$ cat src/rtl/spm_serial_ctrl.sv
// Framing controller for the spm carry-save multiplier: loads x in parallel, streams y
// LSB first, and gathers the serial product bits into a 2W-bit word with handshakes on both sides.
module spm_serial_ctrl #(
  parameter int W      = 8,
  parameter int P_LAT  = 1,
  parameter int SIGNED = 1
) (
  input  logic             clk,
  input  logic             rst,
  input  logic             in_valid,
  output logic             in_ready,
  input  logic [W-1:0]     in_x,
  input  logic [W-1:0]     in_y,
  output logic [W-1:0]     spm_x,
  output logic             spm_y,
  output logic             spm_clr,
  input  logic             spm_p,
  output logic             out_valid,
  input  logic             out_ready,
  output logic [2*W-1:0]   out_p
);

  localparam int PW  = 2 * W;
  localparam int LEN = PW + P_LAT;
  localparam int CW  = $clog2(LEN + 1);

  typedef enum logic [1:0] {IDLE, CLR, RUN, DONE} state_t;

  state_t          state_q, state_d;
  logic [CW-1:0]   cnt_q;
  logic [PW-1:0]   yext_q;
  logic            accept;
  logic            run_last;
  logic            cap_p;

  function automatic logic [PW-1:0] extend_y(input logic [W-1:0] y);
    logic signed [PW-1:0] y_s;
    if (SIGNED != 0) y_s = {{W{y[W-1]}}, y};
    else             y_s = {{W{1'b0}}, y};
    return y_s;
  endfunction

  assign accept   = in_valid && (state_q == IDLE);
  assign run_last = (state_q == RUN) && (cnt_q == CW'(LEN - 1));
  // The first P_LAT cycles of RUN only fill the array's pipeline; spm_p is not yet valid.
  assign cap_p    = (state_q == RUN) && (cnt_q >= CW'(P_LAT));

  always_ff @(posedge clk or posedge rst) begin
    if (rst) state_q <= IDLE;
    else     state_q <= state_d;
  end

  always_comb begin
    state_d   = state_q;
    in_ready  = 1'b0;
    out_valid = 1'b0;
    case (state_q)
      IDLE: begin
        in_ready = 1'b1;
        if (in_valid) state_d = CLR;
      end
      CLR:  state_d = RUN;
      RUN:  if (run_last) state_d = DONE;
      DONE: begin
        out_valid = 1'b1;
        if (out_ready) state_d = IDLE;
      end
      default: state_d = IDLE;
    endcase
  end

  always_ff @(posedge clk or posedge rst) begin
    if (rst) begin
      spm_x   <= '0;
      spm_y   <= 1'b0;
      spm_clr <= 1'b0;
      out_p   <= '0;
      cnt_q   <= '0;
      yext_q  <= '0;
    end else begin
      spm_clr <= accept;
      // y is consumed from a shift register; zeros shifted in cover the c >= 2W tail.
      if (accept) begin
        spm_x  <= in_x;
        yext_q <= extend_y(in_y);
        spm_y  <= 1'b0;
      end else if ((state_q == CLR) || (state_q == RUN)) begin
        spm_y  <= yext_q[0];
        yext_q <= yext_q >> 1;
      end else begin
        spm_y  <= 1'b0;
      end

      if (state_q == CLR)      cnt_q <= '0;
      else if (state_q == RUN) cnt_q <= cnt_q + CW'(1);

      if (cap_p) out_p <= {spm_p, out_p[PW-1:1]};
    end
  end

endmodule

$ cat config.mk
export PLATFORM = sky130hd
export DESIGN_NAME = spm_serial_ctrl
export DESIGN_NICKNAME = d
export VERILOG_FILES = /design/src/rtl/spm_serial_ctrl.sv
export SDC_FILE = /design/constraint.sdc
export NUM_CORES = 1
export LEC_CHECK = 0
export BUFFER_PORTS_ARGS = -buffer_cell sky130_fd_sc_hd__buf_2
export CELL_PAD_IN_SITES_DETAIL_PLACEMENT = 1
export CELL_PAD_IN_SITES_GLOBAL_PLACEMENT = 1
export CORE_ASPECT_RATIO = 2
export CORE_UTILIZATION = 43
export CTS_CLUSTER_DIAMETER = 150
export DETAILED_ROUTE_END_ITERATION = 10
export PLACE_DENSITY_LB_ADDON = 0.1
export SYNTH_ARGS = -nofsm -noshare
export SYNTH_HDL_FRONTEND = slang
export SYNTH_SLANG_ARGS = --single-unit
export TNS_END_PERCENT = 1
$ cat constraint.sdc
create_clock -name clk -period 3.3 [get_ports clk]
set_clock_uncertainty 0.15 [all_clocks]
set_input_delay 0.33 -clock clk [delete_from_list [all_inputs] [get_ports clk]]
set_output_delay 0.33 -clock clk [all_outputs]
set_load 0.005 [all_outputs]
==> impl_results.md, run 1 <==
* Startpoint types: flip-flop
* Post-synthesis sequential area ratio at 57.9%
* Via count at 1437
* Initial antenna violation count at 0
* Count leader, synth: dfrtp_1
* Kind of critical path: flip-flop to flip-flop
* Row Count at 35
* Drt drc at 0
* CP max stage delay at 0.65 ns
* Cts bufs inserted at 5
* Slowest CP cell: o31ai_4
* Slew Viols, Final at 0
* TritonRoute pass-1 iters at 4
* Initial core utilization at 45.2%
* Remaining antenna violation count after routing at 0
* CP Cell Sequence: inv_1 -> ha_1 -> or4_4 -> o31ai_4 -> mux2_2
* Max_slew headroom at 33.4%
* Arrival time at the worst endpoint at 2.50 ns
* Final Hold Vio Count at 0
* Wire length per cell at 16.2 um
* Lkg Pwr at 1.26 nW
* Avg Synthesized Cell Area at 13.0 um2
* Synth top area share at 57.9%
* Crit Path Max Fanout at 16
* Mapped Cells at 163
* Setup-failing EPs final at 0
* Setup Buffers After CTS at 0
* CTS sink cnt at 49
* Vias/cell at 5.32
* Total GRT Usage at 18.7%
* Port bufs at 48
* Setup crit end kind: flip-flop
* Largest delay share family, worst path: compound AO/OA/AOI/OAI gates
* MaxCap Viol Count at 0
* Unrepaired setup endpoints after global routing: no
* WP buf/inv at 1
* Final Critical Period at 2.47 ns
* Largest net degree at the start of global routing at 50
* Share of layout cells above drive strength 1 at 40.5%
* Total grt overflow at 0
* Core Box Area at 4690 um2
* Ys Warns at 0
* I/O Pins at 49
* Antenna Cells at 0
* Main area contributors after synthesis: dfrtp_1, mux2_2, mux2i_1
* Peak VDD IR at 0.588 mV
* First-pass GRT wire length at 7310 um
* Clock-pin slew on the worst setup and hold paths at 0.09 ns
* #FFs+latches synth at 49
* Leading area contributor after synthesis: dfrtp_1
* Filler Cells Inserted at 503
* Area of the mapped netlist at 2120 um2
* DPL Wire Length at 3250 um
* Initial DRC Count at 16
* Hold-fix buffers, CTS at 0
* Final worst-path cycle share at 74.8%
* FF+latch area at 1230 um2
* Root Buffer: clkbuf_8
* Routed wire length at 4370 um
* PD cells at 1070 nW/um2
* Final instance area at 2510 um2
* Top_reg_cell synth: dfrtp_1
* Pre-CTS setup slack at 0.832 ns
* Type of the most critical hold path: primary input to async pin
* Tightest Pin Transition at 0.998 ns
* Status: finished, final reports clean
* Setup slack after layout at 0.832 ns
* Syn_nets at 192
* Chip height at 101 um
* Fin Setup TNS at 0 ns
* CTS tree: yes
* Placer congestion estimate at 0.899
* Asr flop ratio synth at 100%
* Fin nets at 243
* Synth cell count leaders: dfrtp_1, mux2_2, mux2i_1, a21oi_1, nor2_1
* Unique masters post-synth at 26
* Clock latency on the worst-skew pair at 0.30 ns
* Clock Tree Buf Depth at 2
* Peak Freq at 0.405 GHz
* Cell area after placement at 2410 um2
* Vias in the first global route at 1595
* CTS resizes at 0
* Number of synthesized flops with an enable pin at 0
* Chip width at 51.6 um
* CP Data Required Time at 3.33 ns
* Die ar. at 5230 um2
* CTS H-tree depth at 2
* Layout area overhead at 18.6%
* Multi-input logic area at 823 um2
-- per-stage QoR --
step | power, mW | util (%) | std cells | hold slack (ns)
after CTS | 2.75 | 53.6 | 270 | 0.0946
after detailed placement | 2.34 | 51.4 | 262 | 0.345
after global placement | 2.23 | 51.4 | 262 | 0.334
final | 2.69 | 53.6 | 270 | 0.102
after floorplan | 1.94 | - | 163 | 0.323
after global routing | 2.91 | 53.6 | 270 | 0.0930
-- worst reg2reg max path: stages, from the launching register on --
cell	delay, ns
dfrtp_1	0.43
inv_1	0.09
ha_1	0.19
or4_4	0.43
o31ai_4	0.65
mux2_2	0.42
-- registers in the layout (all words and copies together), names as in the netlist --
signal and flops:
yext_q 16, spm_x 8, state_q 2, spm_y 1, out_p 16, cnt_q 5, spm_clr 1
-- where the power goes --
group          total, mW  internal, mW  switching (mW)
Sequential          1.08         0.892           0.190
Combinational       1.22         0.632           0.587
Clock              0.394         0.194           0.200
-- path summary, 6_finish.rpt --
check                      slack [ns]    endpoint     start  depth (start not counted)
setup / recovery                 0.83    out_p[1]  cnt_q[1]                          5
hold / removal                   0.10     spm_clr       rst                          2
setup reg to reg                 0.83    out_p[1]  cnt_q[1]                          5
hold reg to reg                  0.36    spm_x[2]  spm_x[2]                          1
max in group asynchronous        2.27  state_q[1]       rst                          2
min in group clk                 0.10    spm_x[2]   in_x[2]                          2
-- layer usage --
metal / global-route usage [%] / vias up / part of all wire [%]
met4: 7.69 / 0 / 1.9
li1: - / 676 / -
met3: 3.45 / 7 / 3.1
met1: 19.3 / 717 / 36
met5: 0 / - / 0
met2: 35.4 / 37 / 59
-- layout by cell type, fill, tap and decap left out, drive strengths merged, types with 4 or more instances in the layout --
| cell type | netlist | routed |
|---|---|---|
| o21ai | 8 | 8 |
| ha | 8 | 8 |
| dfrtp | 49 | 49 |
| clkbuf | 3 | 7 |
| nor2 | 9 | 9 |
| buf | 3 | 50 |
| mux2i | 16 | 16 |
| mux2 | 24 | 24 |
| inv | 9 | 10 |
| a21oi | 15 | 15 |
| nand2 | 4 | 4 |
-- area by class of cell --
type                            count  area share, %
Tap cell                           55           2.74
Clock inverter                      1          0.349
Sequential cell                    49           48.8
Timing Repair Buffer               50           10.2
Multi-Input combinational cell     99           32.8
Inverter                            9           1.34
Clock buffer                        7           3.83
-- kinds of logic after synthesis --
group	count (synthesis)	share of synthesized area, %
buffers and inverters	15	3.25
AO/OA/AOI/OAI	30	8.68
AND/OR/NAND/NOR	21	5.14
multiplexers	40	20.3
adder cells (fa/ha/maj)	8	4.73
flip-flops	49	57.9
Power figures use the tool's default switching activity.
==> run 2: changes to the inputs <==
--- a/config.mk
+++ b/config.mk
@@ -9,7 +9,7 @@
 export CELL_PAD_IN_SITES_DETAIL_PLACEMENT = 1
 export CELL_PAD_IN_SITES_GLOBAL_PLACEMENT = 1
 export CORE_ASPECT_RATIO = 2
-export CORE_UTILIZATION = 43
+export CORE_UTILIZATION = 38
 export CTS_CLUSTER_DIAMETER = 150
 export DETAILED_ROUTE_END_ITERATION = 10
 export PLACE_DENSITY_LB_ADDON = 0.1
==> constraint.sdc (replaced) <==
create_clock -name clk -period 2 [get_ports clk]
set_clock_uncertainty 0.15 [all_clocks]
set_input_delay 0.2 -clock clk [delete_from_list [all_inputs] [get_ports clk]]
set_output_delay 0.2 -clock clk [all_outputs]
set_load 0.005 [all_outputs]
==> run 2 against run 1 <==
The run now ends with negative setup slack left; first-iteration DRC count increased by 6.3%; routed wire length increased by 3.8%; setup slack got worse by 0.89 ns; global-route usage decreased by 0.80 points; die area increased by 13%; hold slack got worse by 0.088 ns; sequential share of layout area decreased by 3.8 points; total power increased by 70%; critical path depth unchanged; register-to-register slack got worse by 0.89 ns.
==> impl_results.md, run 2 (synthesized netlist as in run 1, its figures left out) <==
* Total GRT Usage at 17.9%
* Clock power share at 14.8%
* DPL Wire Length at 3350 um
* Non-Filler Instances at 295
* Chip width at 54.8 um
* Most frequent cells in the layout: dfrtp_1, buf_2, mux2_2
* Comb power frac at 46.5%
* CTS tree: yes
* Vias in the first global route at 1665
* WP buf/inv at 1
* Most common cell after layout, fill and taps aside: dfrtp_1
* Vias/cell at 5.06
* Initial antenna violation count at 0
* Slew Viols, Final at 0
* Startpoint types: flip-flop
* CP max stage delay at 0.42 ns
* NetSw at 1.60 mW
* Clock-pin slew on the worst setup and hold paths at 0.09 ns
* Kind of critical path: flip-flop to flip-flop
* MaxCap Viol Count at 0
* Peak Freq at 0.485 GHz
* CTS H-tree depth at 2
* Unrepaired setup endpoints after global routing: yes
* Fin Setup TNS at -0.868 ns
* Placer congestion estimate at 0.816
* Max_slew headroom at 55.5%
* Clock latency on the worst-skew pair at 0.31 ns
* Final Hold Vio Count at 0
* Clock Tree Buf Depth at 2
* Cells after DPL at 274
* Type of the most critical hold path: primary input to flip-flop
* Share of layout cells above drive strength 1 at 40.9%
* Setup crit end kind: flip-flop
* Sw Share at 34.9%
* Die ar. at 5900 um2
* Chip height at 108 um
* Final Critical Period at 2.06 ns
* Setup-failing EPs final at 16
* Busiest grt layer: met2
* Row Count at 38
* Antenna Cells at 0
* Initial core utilization at 39.4%
* Drt drc at 0
* Slowest CP cell: dfrtp_1
* CTS sink cnt at 49
* CP Data Required Time at 2.04 ns
* Fin nets at 264
* Via count at 1493
* Internal power at 2.99 mW
* Wire length per cell at 15.4 um
* Routed wire length at 4540 um
* I/O Pins at 49
* Crit Path Max Fanout at 16
* Remaining antenna violation count after routing at 0
* Violated checks: negative setup slack
* Total grt overflow at 0
* Root Buffer: clkbuf_8
* First-pass GRT wire length at 7440 um
* PD cells at 1690 nW/um2
* Final worst-path cycle share at 103%
* Largest net degree at the start of global routing at 34
* CP Cell Sequence: ha_2 -> or4_4 -> o31ai_4 -> buf_12 -> mux2_2
* Largest delay share family, worst path: flip-flops
* Lkg Pwr at 1.36 nW
* Tightest Pin Transition at 0.667 ns
* Final Util at 50.7%
* TritonRoute pass-1 iters at 4
* Initial DRC Count at 17
* Peak VDD IR at 0.992 mV
* Port bufs at 48
* Status: complete, but fails checks
* GRT met1 Usage at 18.2%
* Arrival time at the worst endpoint at 2.11 ns
* Met2 Use GR at 31.8%
* Layout area overhead at 28.7%
* Sequential Power Share at 38.7%
* Largest registers: out_p: 16 flops, yext_q: 16 flops, spm_x: 8 flops
* Setup slack after layout at -0.0622 ns
* Core Box Area at 5370 um2
* Cts bufs inserted at 5
* M3 GR Usage at 4.38%
-- run 2: area by class of cell --
type,count,area [um2]
inverter,9,33.8
sequential,49,1230
fill,588,2650
multi-input combinational,99,830
clock inverter,2,35.0
clock buffer,5,68.8
tap,60,75.1
timing repair buffer,71,458
-- run 2: per-stage QoR --
stage	power [mW]	instance area [um2]	worst slack [ns]	hold WS, ns
global route	4.97	2730	-0.126	0.0159
CTS	4.67	2720	-0.0951	0.0103
global placement	3.79	2480	0.00160	0.175
floorplan	3.20	2120	-0.152	0.200
finish	4.59	2730	-0.0622	0.0138
detailed placement	3.93	2480	-0.106	0.200
-- run 2: what timing repair did --
item / CTS / global route
buffers inserted: 0 / 1
hold buffers: 13 / 0
hold endpoints to repair: 43 / 0
pin swaps: 0 / 0
endpoints found under the setup margin: 16 / 16
gates resized for setup: 3 / 0
-- run 2: worst paths after layout --
kind | from | end | slack, ns | depth (start not counted)
max reg2reg | cnt_q[0] | out_p[8] | -0.06 | 5
min reg2reg | spm_x[7] | spm_x[7] | 0.36 | 1
min | in_y[0] | yext_q[0] | 0.01 | 3
min in group asynchronous | rst | out_p[11] | 0.38 | 3
max | cnt_q[0] | out_p[8] | -0.06 | 5
max in group asynchronous | rst | out_p[4] | 0.71 | 4
-- run 2: tightest hold or removal path: cells and delay by family --
family                 cells  cell delay (ns)
buffers and inverters      1             0.07
and+or+nand+nor            1             0.03
AOI/OAI and AO/OA          1             0.11
-- run 2: routing by layer --
layer / routed length (um) / vias up
li1: - / 709
met1: 1670 / 740
met2: 2620 / 38
met3: 160 / 6
met4: 90 / 0
met5: 0 / -
-- run 2: power groups by stage --
stage | clock network (mW) | registers [mW] | logic [mW]
finish | 0.682 | 1.78 | 2.14
global route | 0.744 | 1.85 | 2.38
CTS | 0.709 | 1.79 | 2.17
detailed placement | 0 | 1.80 | 2.13
global placement | 0 | 1.75 | 2.03
floorplan | 0 | 1.75 | 1.45
==> run 3: changes to the inputs <==
--- a/config.mk
+++ b/config.mk
@@ -5,11 +5,12 @@
 export SDC_FILE = /design/constraint.sdc
 export NUM_CORES = 1
 export LEC_CHECK = 0
+export ABC_AREA = 1
 export BUFFER_PORTS_ARGS = -buffer_cell sky130_fd_sc_hd__buf_2
 export CELL_PAD_IN_SITES_DETAIL_PLACEMENT = 1
 export CELL_PAD_IN_SITES_GLOBAL_PLACEMENT = 1
 export CORE_ASPECT_RATIO = 2
-export CORE_UTILIZATION = 38
+export CORE_UTILIZATION = 36
 export CTS_CLUSTER_DIAMETER = 150
 export DETAILED_ROUTE_END_ITERATION = 10
 export PLACE_DENSITY_LB_ADDON = 0.1
==> run 3 against run 2 <==
Sequential share of layout area shrank 1.6 points; flip-flop and latch count is the same; setup slack gained 0.32 ns; total power grew 2.0%; utilization shrank 1.7 points; largest cell class unchanged; non-clock buffer count shrank 2; the run ends with design-rule violations left; largest power group unchanged; synthesized area grew 2.6%; critical path type unchanged.
==> impl_results.md, run 3 <==
* Via count at 1869
* Area of the mapped netlist at 2170 um2
* Port bufs at 48
* Cts bufs inserted at 5
* Type of the most critical hold path: primary input to flip-flop
* CP Cell Sequence: inv_1 -> ha_1 -> nand2_4 -> inv_2 -> nor2_1 -> nand2_1 -> nand3_1
* Asr flop ratio synth at 100%
* Setup crit end kind: flip-flop
* Row Count at 39
* Share of layout cells above drive strength 1 at 22.6%
* Avg Synthesized Cell Area at 8.73 um2
* Post-synthesis sequential area ratio at 56.4%
* Fin Setup TNS at 0 ns
* Root Buffer: clkbuf_16
* MaxCap Viol Count at 0
* Setup-failing EPs final at 0
* Wire length per cell at 14.3 um
* Startpoint types: flip-flop
* Total grt overflow at 0
* PD cells at 1660 nW/um2
* Clock Tree Buf Depth at 2
* First-pass GRT wire length at 9630 um
* Arrival time at the worst endpoint at 1.82 ns
* Synth cell count leaders: nand2_1, dfrtp_1, nand3_1, nor2_1, inv_1
* CP max stage delay at 0.39 ns
* TritonRoute pass-1 iters at 7
* FF+latch area at 1230 um2
* Unrepaired setup endpoints after global routing: no
* Count leader, synth: nand2_1
* Final Util at 49.1%
* Core Box Area at 5760 um2
* Setup Buffers After CTS at 0
* Slowest CP cell: dfrtp_1
* Worst path depth at 7
* Crit Path Max Fanout at 11
* Peak VDD IR at 0.891 mV
* Largest registers: out_p: 16 flops, yext_q: 16 flops, spm_x: 8 flops
* Chip height at 112 um
* DPL Wire Length at 3690 um
* Setup slack after layout at 0.260 ns
* Worst hold path stage count at 3
* Total GRT Usage at 19.6%
* Placer congestion estimate at 0.720
* WP buf/inv at 2
* Initial antenna violation count at 0
* Max_slew headroom at 69.0%
* Vias in the first global route at 2012
* Layout area overhead at 30.0%
* Tightest Pin Transition at 0.464 ns
* Final worst-path cycle share at 87.0%
* Most frequent cells in the layout: nand2_1, dfrtp_1, buf_2
* Die ar. at 6370 um2
* Pre-CTS setup slack at 0.254 ns
* Clock power share at 20.7%
* Chip width at 56.9 um
* Number of synthesized flops with an enable pin at 0
* CTS H-tree depth at 2
* Reg2reg path depth at 7
* Non-Filler Instances at 380
* Leading area contributor after synthesis: dfrtp_1
* Final Hold Vio Count at 0
* FF-to-FF setup slack at 0.26 ns
* #FFs+latches synth at 49
* Remaining antenna violation count after routing at 0
* Routed wire length at 5420 um
* Initial core utilization at 37.7%
* Antenna Cells at 0
* Vias/cell at 4.92
* Violated checks: design-rule violations
* Syn_nets at 278
* Clock-pin slew on the worst setup and hold paths at 0.07 ns
* CTS tree: yes
* Final Critical Period at 1.74 ns
* CP Data Required Time at 2.08 ns
* Top_reg_cell synth: dfrtp_1
* Most common cell after layout, fill and taps aside: nand2_1
* Largest net degree at the start of global routing at 50
* I/O Pins at 49
* Comb power frac at 42.2%
* Clock latency on the worst-skew pair at 0.29 ns
* Ys Warns at 0
* Kind of critical path: flip-flop to flip-flop
* Mapped Cells at 249
* Initial DRC Count at 69
* Fin nets at 347
* Main area contributors after synthesis: dfrtp_1, nand2_1, nand3_1
* Largest delay share family, worst path: simple AND/OR/NAND/NOR gates
* Cells after DPL at 356
* Sequential Power Share at 37.1%
* Drt drc at 10
* Filler Cells Inserted at 695
* Lkg Pwr at 1.57 nW
* Power Total at 4.69 mW
* NetSw at 1.88 mW
* Unique masters post-synth at 21
* CTS sink cnt at 49
* Peak Freq at 0.575 GHz
* Multi-input logic area at 851 um2
* Synth top area share at 56.4%
* Sw Share at 40.2%
* Status: complete, but fails checks
* Slew Viols, Final at 0
* Internal power at 2.80 mW
run 3: cell types whose count changed after synthesis, moves of 3 or more:
cell      before  now
nand3_1        0   26
nor2_1         9   18
mux2_2        24    0
clkbuf_1       3    0
nand2_4        0    3
nand2_1        4  100
mux2i_1       16    0
a21oi_1       15    8
inv_1          8   12
buf_2          1    5
run 3: power groups by stage:
| stage | sequential [mW] | combinational (mW) | clock [mW] |
|---|---|---|---|
| final | 1.74 | 1.98 | 0.972 |
| after floorplan | 1.67 | 1.33 | 0 |
| after global placement | 1.76 | 1.93 | 0 |
| after global routing | 1.81 | 2.32 | 1.03 |
| after CTS | 1.75 | 2.02 | 0.996 |
| after detailed placement | 1.76 | 1.99 | 0 |
run 3: layout make-up:
| type | count | share of cell area (%) |
|---|---|---|
| clock buffers | 5 | 4.43 |
| flip-flops and latches | 49 | 43.4 |
| repair buffers | 69 | 15.9 |
| multi-input cells | 179 | 30.1 |
| inverters | 14 | 1.86 |
| clock inverters | 3 | 1.55 |
| well taps | 61 | 2.70 |
run 3: logic make-up after synthesis:
| group | after synthesis | synth area share (%) |
|---|---|---|
| buf+inv | 21 | 4.43 |
| simple gates | 153 | 30.2 |
| fa+ha+maj | 8 | 4.61 |
| flops | 49 | 56.4 |
| compound gates | 18 | 4.38 |
run 3: final timing paths:
| kind | from | to |
|---|---|---|
| worst max-delay path | state_q[0] | yext_q[1] |
| worst min-delay path | spm_p | out_p[15] |
| worst max register to register | state_q[0] | yext_q[1] |
| worst min register to register | out_p[0] | out_p[0] |
| max in group asynchronous | rst | out_p[12] |
| min in group asynchronous | rst | out_p[6] |
run 3: metrics by stage:
step	hold WS, ns	area (um2)
2_1_floorplan	0.160	2170
3_3_place_gp	0.112	2500
3_5_place_dp	0.117	2500
4_1_cts	0.00371	2830
5_1_grt	0.0279	2830
6_report	0.00304	2830
run 3: timing repair:
| item | CTS | global route |
|---|---|---|
| gates resized for setup | 0 | 0 |
| hold endpoints to repair | 64 | 0 |
| hold buffers | 16 | 0 |
run 3: layer usage:
metal | track usage (%) | part of all wire [%] | routed length (um) | vias up
met4 | 6.83 | 1.7 | 93 | 0
met3 | 3.60 | 2.7 | 144 | 7
li1 | - | - | - | 919
met5 | 0 | 0 | 0 | -
met2 | 36.8 | 58 | 3160 | 37
met1 | 21.1 | 37 | 2030 | 906
run 3: tightest hold or removal path, cell delays in order:
cell and delay, ns:
buf_2 0.08, nand3_1 0.06, nand2_1 0.06
